--- config.mk ---
export PLATFORM = sky130hd
export DESIGN_NAME = hazard_fwd_ctrl
export DESIGN_NICKNAME = d
export VERILOG_FILES = /design/src/rtl/hazard_pkg.sv /design/src/rtl/fwd_sel_lane.sv /design/src/rtl/hazard_fwd_ctrl.sv
export SDC_FILE = /design/constraint.sdc
export NUM_CORES = 1
export LEC_CHECK = 0
export ABC_AREA = 1
export ABC_CLOCK_PERIOD_IN_PS = 2000
export CAP_MARGIN = 0
export CORE_MARGIN = 5
export CORE_UTILIZATION = 25
export CTS_BUF_LIST = sky130_fd_sc_hd__clkbuf_2
export DETAILED_ROUTE_END_ITERATION = 10
export SYNTH_ARGS = -nofsm -noshare
export SYNTH_HDL_FRONTEND = slang
export SYNTH_HIERARCHICAL = 1
export SYNTH_SLANG_ARGS = --single-unit
--- constraint.sdc ---
create_clock -name clk -period 2 [get_ports clk]
set_clock_uncertainty 0.1 [all_clocks]
set_input_delay 0.3 -clock clk [delete_from_list [all_inputs] [get_ports clk]]
set_output_delay 0.3 -clock clk [all_outputs]
set_load 0.05 [all_outputs]
--- src/rtl/hazard_pkg.sv ---
// Shared encodings for the forwarding/hazard controller: instruction classes,
// bypass mux selects and controller state.
package hazard_pkg;

    localparam logic [1:0] CLS_NONE = 2'b00;
    localparam logic [1:0] CLS_ALU  = 2'b01;
    localparam logic [1:0] CLS_LOAD = 2'b10;
    localparam logic [1:0] CLS_LINK = 2'b11;

    localparam logic [1:0] FWD_RF   = 2'b00;
    localparam logic [1:0] FWD_EX   = 2'b01;
    localparam logic [1:0] FWD_MEM  = 2'b10;
    localparam logic [1:0] FWD_WB   = 2'b11;

    typedef enum logic [1:0] {
        ST_RUN      = 2'b00,
        ST_LU_WAIT  = 2'b01,
        ST_MEM_WAIT = 2'b10
    } state_t;

    function automatic logic writes_reg(input logic [1:0] cls);
        return cls != CLS_NONE;
    endfunction

endpackage

--- src/rtl/fwd_sel_lane.sv ---
// One source operand: match against EX/MEM/WB destinations, pick the bypass
// source by stage priority and flag a load-use dependency on EX.
module fwd_sel_lane
    import hazard_pkg::*;
#(
    parameter int AW = 5
) (
    input  logic [AW-1:0] rs,
    input  logic          used,
    input  logic [AW-1:0] ex_rd,
    input  logic [1:0]    ex_cls,
    input  logic [AW-1:0] mem_rd,
    input  logic [1:0]    mem_cls,
    input  logic          mem_ready,
    input  logic [AW-1:0] wb_rd,
    input  logic [1:0]    wb_cls,
    output logic [1:0]    sel,
    output logic          load_use
);

    logic ex_hit;
    logic mem_hit;
    logic wb_hit;

    assign ex_hit  = used && (rs == ex_rd)  && (ex_rd  != '0) && writes_reg(ex_cls);
    assign mem_hit = used && (rs == mem_rd) && (mem_rd != '0) && writes_reg(mem_cls);
    assign wb_hit  = used && (rs == wb_rd)  && (wb_rd  != '0) && writes_reg(wb_cls);

    always_comb begin
        sel      = FWD_RF;
        load_use = 1'b0;
        // An EX match shadows older stages even when it cannot forward itself
        if (ex_hit) begin
            if (ex_cls == CLS_LOAD) begin
                load_use = 1'b1;
            end else begin
                sel = FWD_EX;
            end
        end else if (mem_hit) begin
            if (mem_cls != CLS_LOAD || mem_ready) begin
                sel = FWD_MEM;
            end
        end else if (wb_hit) begin
            sel = FWD_WB;
        end
    end

endmodule

--- src/rtl/hazard_fwd_ctrl.sv ---
// Forwarding and hazard controller beside the ID/EX boundary: operand bypass
// selects, load-use stall/bubble, memory freeze with sticky timeout.
//
// state       | meaning
// ST_RUN      | normal issue; load-use hazards are detected here
// ST_LU_WAIT  | bubble inserted, the load now sits in MEM
// ST_MEM_WAIT | pipeline frozen waiting for mem_ready
module hazard_fwd_ctrl
    import hazard_pkg::*;
#(
    parameter int AW       = 5,
    parameter int NSRC     = 2,
    parameter int CNT_W    = 16,
    parameter int MAX_WAIT = 15
) (
    input  logic                 clk,
    input  logic                 rst,
    input  logic [AW-1:0]        ex_rd,
    input  logic [AW-1:0]        mem_rd,
    input  logic [AW-1:0]        wb_rd,
    input  logic [1:0]           ex_cls,
    input  logic [1:0]           mem_cls,
    input  logic [1:0]           wb_cls,
    input  logic [NSRC*AW-1:0]   rs_addr,
    input  logic [NSRC-1:0]      rs_used,
    input  logic                 mem_ready,
    input  logic                 flush,
    output logic [2*NSRC-1:0]    fwd_sel,
    output logic                 stall,
    output logic                 bubble,
    output logic                 freeze,
    output logic                 mem_timeout,
    output logic [CNT_W-1:0]     stall_cnt,
    output logic [1:0]           state
);

    localparam int WW = $clog2(MAX_WAIT + 1);
    localparam logic [WW-1:0] WAIT_MAX = WW'(MAX_WAIT);
    localparam logic [WW-1:0] WAIT_TC  = WW'(MAX_WAIT - 1);

    state_t          state_q;
    state_t          state_nxt;
    logic [WW-1:0]   wait_cnt;
    logic [NSRC-1:0] lu_vec;
    logic            lu_any;
    logic            mem_busy;

    for (genvar g = 0; g < NSRC; g++) begin : g_lane
        fwd_sel_lane #(.AW(AW)) u_lane (
            .rs        (rs_addr[g*AW +: AW]),
            .used      (rs_used[g]),
            .ex_rd     (ex_rd),
            .ex_cls    (ex_cls),
            .mem_rd    (mem_rd),
            .mem_cls   (mem_cls),
            .mem_ready (mem_ready),
            .wb_rd     (wb_rd),
            .wb_cls    (wb_cls),
            .sel       (fwd_sel[2*g +: 2]),
            .load_use  (lu_vec[g])
        );
    end

    assign lu_any   = |lu_vec;
    assign mem_busy = (mem_cls == CLS_LOAD) && !mem_ready;
    assign state    = state_q;

    // Freeze wins over flush and load-use in every state; a new load-use
    // stall is only raised from RUN, and flush suppresses it there.
    always_comb begin
        freeze    = mem_busy;
        stall     = 1'b0;
        bubble    = 1'b0;
        state_nxt = ST_RUN;
        if (mem_busy) begin
            stall     = 1'b1;
            state_nxt = ST_MEM_WAIT;
        end else if (state_q == ST_RUN && lu_any && !flush) begin
            stall     = 1'b1;
            bubble    = 1'b1;
            state_nxt = ST_LU_WAIT;
        end
    end

    // wait_cnt counts every consecutive frozen cycle, including the one that
    // enters MEM_WAIT, and clears on the first cycle memory is not busy.
    always_ff @(posedge clk) begin
        if (rst) begin
            state_q     <= ST_RUN;
            wait_cnt    <= '0;
            mem_timeout <= 1'b0;
            stall_cnt   <= '0;
        end else begin
            state_q <= state_nxt;
            if (stall && stall_cnt != '1) begin
                stall_cnt <= stall_cnt + CNT_W'(1);
            end
            if (mem_busy) begin
                if (wait_cnt >= WAIT_TC) begin
                    mem_timeout <= 1'b1;
                end
                if (wait_cnt != WAIT_MAX) begin
                    wait_cnt <= wait_cnt + WW'(1);
                end
            end else begin
                wait_cnt <= '0;
            end
        end
    end

endmodule

==> results.md <==
- The flow ran to the end, and the final reports show no timing, DRC or antenna violations.
- In this run, distinct cell masters in the synthesized netlist total 25.
- The post-detailed-routing wire length is 7470 um.
- Of the total power, the clock network draws 0.178.
- The flop-to-flop setup slack is 0.16 ns.
- For the worst setup path, the data arrival time is 1.58 ns.
- The worst setup path is of the input port to output pin kind.
- The critical path launch point type is an input port.
- The final number of hold-violating endpoints is 0.
- The slew of the pin with the lowest slew margin is 0.517 ns.
- The internal portion of the total power is 0.703 mW.
- After clock tree synthesis, the clock-pin slew on the worst setup and hold paths is 0.21 ns.
- The detailed-router iteration count before antenna repair is 4.
- The total power per unit cell area is 312 nW/um2.
- TritonCTS built the clock tree.
- The maximum fanout along the worst path is 2.
- After global routing the overflow that remains totals 0.
- In this run the vertical extent of the chip is 105 um.
- The count of hold buffers inserted by post-cts repair is 0.
- Of the total power, the share spent switching nets is 0.349.
- The cell area after synthesis is 2240 um2.
- The number of pins exceeding their max-slew limit in the final report was 0.
- The startpoint identified for the worst register-to-register timing path is stall_cnt[0].
- The number of nets with antenna violations after detailed routing is 0.
- Static timing analysis puts the maximum clock frequency at 505 MHz.
- The area of the placeable core is 8720 um2.
- The number of nets in the synthesized netlist is 468.
- The number of nets in the final layout is 586.
- The endpoint of the worst setup timing path is bubble.
- In this run, CTS created clock tree buffers numbering 3.
- The path category of the worst min-delay check is input port to flip-flop.
- The die extent in x is 105 um.
- The number of global-route vias before repair was 2727.
- From synthesis to final layout, the design area changed by 54.0%.
- Summed over all failing endpoints, the final setup total negative slack is 0 ns.
- The flip-flop and latch count after synthesis is 23.
- In this run the worst setup path begins at rs_addr[0].
- The number of antenna violations at the first check in global routing is 0.
- The quantity of I/O buffers inserted on ports is 62.
- The total number of vias is 2846.
- The initial detailed-routing violation count is 64.
- The latest clock arrival within the worst-skew pair is 0.35 ns.
- Of the total power, combinational logic draws 0.390.
- The count of yosys warnings during synthesis is 6.
- The final core utilization is 0.396.
- In this run the critical register-to-register path is captured at stall_cnt[6].
- The detail-routed via count per cell is 4.36.
- Entering global routing, the biggest net connects 14 pins.
- The count of clock tree sinks is 23.
- The switching power of the nets is 0.377 mW.
- CTS built an H-tree with a depth of 1.
- The routed length per instance is 11.4 um.
- The number of filler instances in the final layout is 950.
- Setup repair after global routing could not meet its margin everywhere.
- Max-cap violations in this run came to 0.
- The sequential share of power is 0.432.
- The worst register-to-register path has a depth of 9.
- For this run, design rule violations remaining after detail routing come to 0.
- Data on the critical path is required at its endpoint by 1.60 ns.
- The critical path capture point type is an output pin.
- The power after layout is 1.08 mW.
- The number of diodes added for antenna fixing is 0.
- The overall die area is 11000 um2.
- The routability congestion estimate from global placement is 0.865.
- A synthesized cell averages 5.24 um2.
- The post-route worst hold slack is 0.300 ns.
- For the finished layout, the period the worst path requires is 1.98 ns.
- The leakage power of the design is 1.93 nW.
- The global-route wire length before repair is 12300 um.
- In the synthesized netlist, the number of instances is 428.
- The maximum buffer depth of the clock tree is 2.
- The number of endpoints failing setup at the final stage is 0.
- The fraction of final layout cells sized beyond drive strength 1 is 0.283.
- In this run the count of I/O pins placed on the die edge is 63.
- In this run the tightest slew margin relative to its limit is 0.655.
- The cell sitting at the root of the clock tree is a sky130_fd_sc_hd__clkbuf_2.
- The placed wire-length estimate after detailed placement is 6160 um.
- The effective utilization at floorplan is 0.257.
- The sequential cell area fraction in the yosys report is 0.205.
- The worst-case IR drop observed on VDD is 0.000133 V.
- The total track usage is 0.132.
- The post-route clock period utilization is 0.989.
- The row count is 34.
## power by group through the flow
stage | logic [mW] | registers, mW | clock network, mW
global placement | 0.400 | 0.475 | 0
finish | 0.421 | 0.466 | 0.192
CTS | 0.410 | 0.466 | 0.204
detailed placement | 0.404 | 0.475 | 0
floorplan | 0.168 | 0.485 | 0
global route | 0.462 | 0.467 | 0.224
## metrics by stage
stage,std cells,cell area [um2],setup WS [ns]
floorplan,428,2250,0.0911
global placement,635,3330,-0.529
detailed placement,635,3330,-0.589
CTS,653,3410,-0.0504
global route,653,3460,-0.0680
finish,653,3460,0.0214
## worst min path at each step
stage,to,from,cells past startpoint,slack [ns]
2_1_floorplan,wait_cnt[3],wait_cnt[3],2,0.38
3_3_place_gp,mem_timeout,mem_timeout,2,0.34
3_5_place_dp,mem_timeout,mem_timeout,2,0.35
4_1_cts,mem_timeout,mem_timeout,2,0.39
5_1_grt,state[1],mem_cls[1],5,0.30
6_report,state[1],mem_cls[1],5,0.30
## area by class of cell
type                    instances  area, um2  share of cell area
inverters                      76        285              0.0825
clock buffers                   3       15.0             0.00434
well taps                     108        135              0.0391
clock inverters                 1       5.00             0.00145
multi-input cells             325       1540               0.445
repair buffers                117       1020               0.294
flip-flops and latches         23        460               0.133
## kinds of logic (layout without fill, tap and decap cells)
kind of cell	after synthesis	after routing	share of synthesized area
fa+ha+maj	3	3	0.0167
flops	23	23	0.205
compound gates	27	27	0.0641
xor+xnor	8	8	0.0312
simple gates	287	287	0.540
buf+inv	80	197	0.142
## metal layers
layer / share of wire / GRT usage
met4: 0.0042 / 0.0164
met2: 0.52 / 0.242
met1: 0.45 / 0.170
met5: 0 / 0
met3: 0.027 / 0.0142
## critical path: stages
cell and delay (ns):
sky130_fd_sc_hd__buf_8 0.10, sky130_fd_sc_hd__xor2_2 0.16, sky130_fd_sc_hd__nor2_2 0.12, sky130_fd_sc_hd__nand4_1 0.15, sky130_fd_sc_hd__nor3_2 0.13, sky130_fd_sc_hd__inv_1 0.06, sky130_fd_sc_hd__nand2_2 0.08, sky130_fd_sc_hd__nand3_4 0.08
sky130_fd_sc_hd__buf_6 0.13, sky130_fd_sc_hd__nor2_4 0.11, sky130_fd_sc_hd__buf_12 0.14
## synth_stat cells (all sizes together)
master / n / area share
nor3: 6 / 0.013
ha: 3 / 0.017
nand2: 159 / 0.27
o21ai: 13 / 0.029
a31oi: 1 / 0.0028
o211ai: 1 / 0.0033
clkbuf: 1 / 0.0017
dfxtp: 23 / 0.21
xnor2: 6 / 0.023
a211oi: 1 / 0.0033
o21bai: 1 / 0.0033
a21oi: 10 / 0.022
inv: 76 / 0.13
nand3: 21 / 0.054
nor2: 88 / 0.16
nand4: 13 / 0.039
buf: 3 / 0.013
xor2: 2 / 0.0078
## flip-flops by register name, summed over array words and instances (netlist names)
name         cells
mem_timeout      1
wait_cnt         4
state            2
stall_cnt       16
## cell usage in the layout, fill, tap and decap left out, types with 11 or more instances in the layout
master / netlist / final
sky130_fd_sc_hd__dlygate4sd2_1: 0 / 11
sky130_fd_sc_hd__buf_4: 1 / 63
sky130_fd_sc_hd__nand4_1: 12 / 12
sky130_fd_sc_hd__nand2_1: 155 / 149
sky130_fd_sc_hd__nand3_1: 18 / 16
sky130_fd_sc_hd__dfxtp_1: 23 / 23
sky130_fd_sc_hd__inv_2: 5 / 12
sky130_fd_sc_hd__nor2_2: 15 / 20
sky130_fd_sc_hd__nor2_1: 73 / 67
sky130_fd_sc_hd__inv_1: 71 / 64
sky130_fd_sc_hd__clkbuf_2: 0 / 12
## repair_timing
action,in CTS,in global routing
endpoints found under the setup margin,28,12
endpoints found under the hold margin,0,0
gates cloned,0,0
resized for setup,121,51
pin swaps,23,20
setup buffers,15,1
No activity file was read; power rests on OpenSTA's default activity.
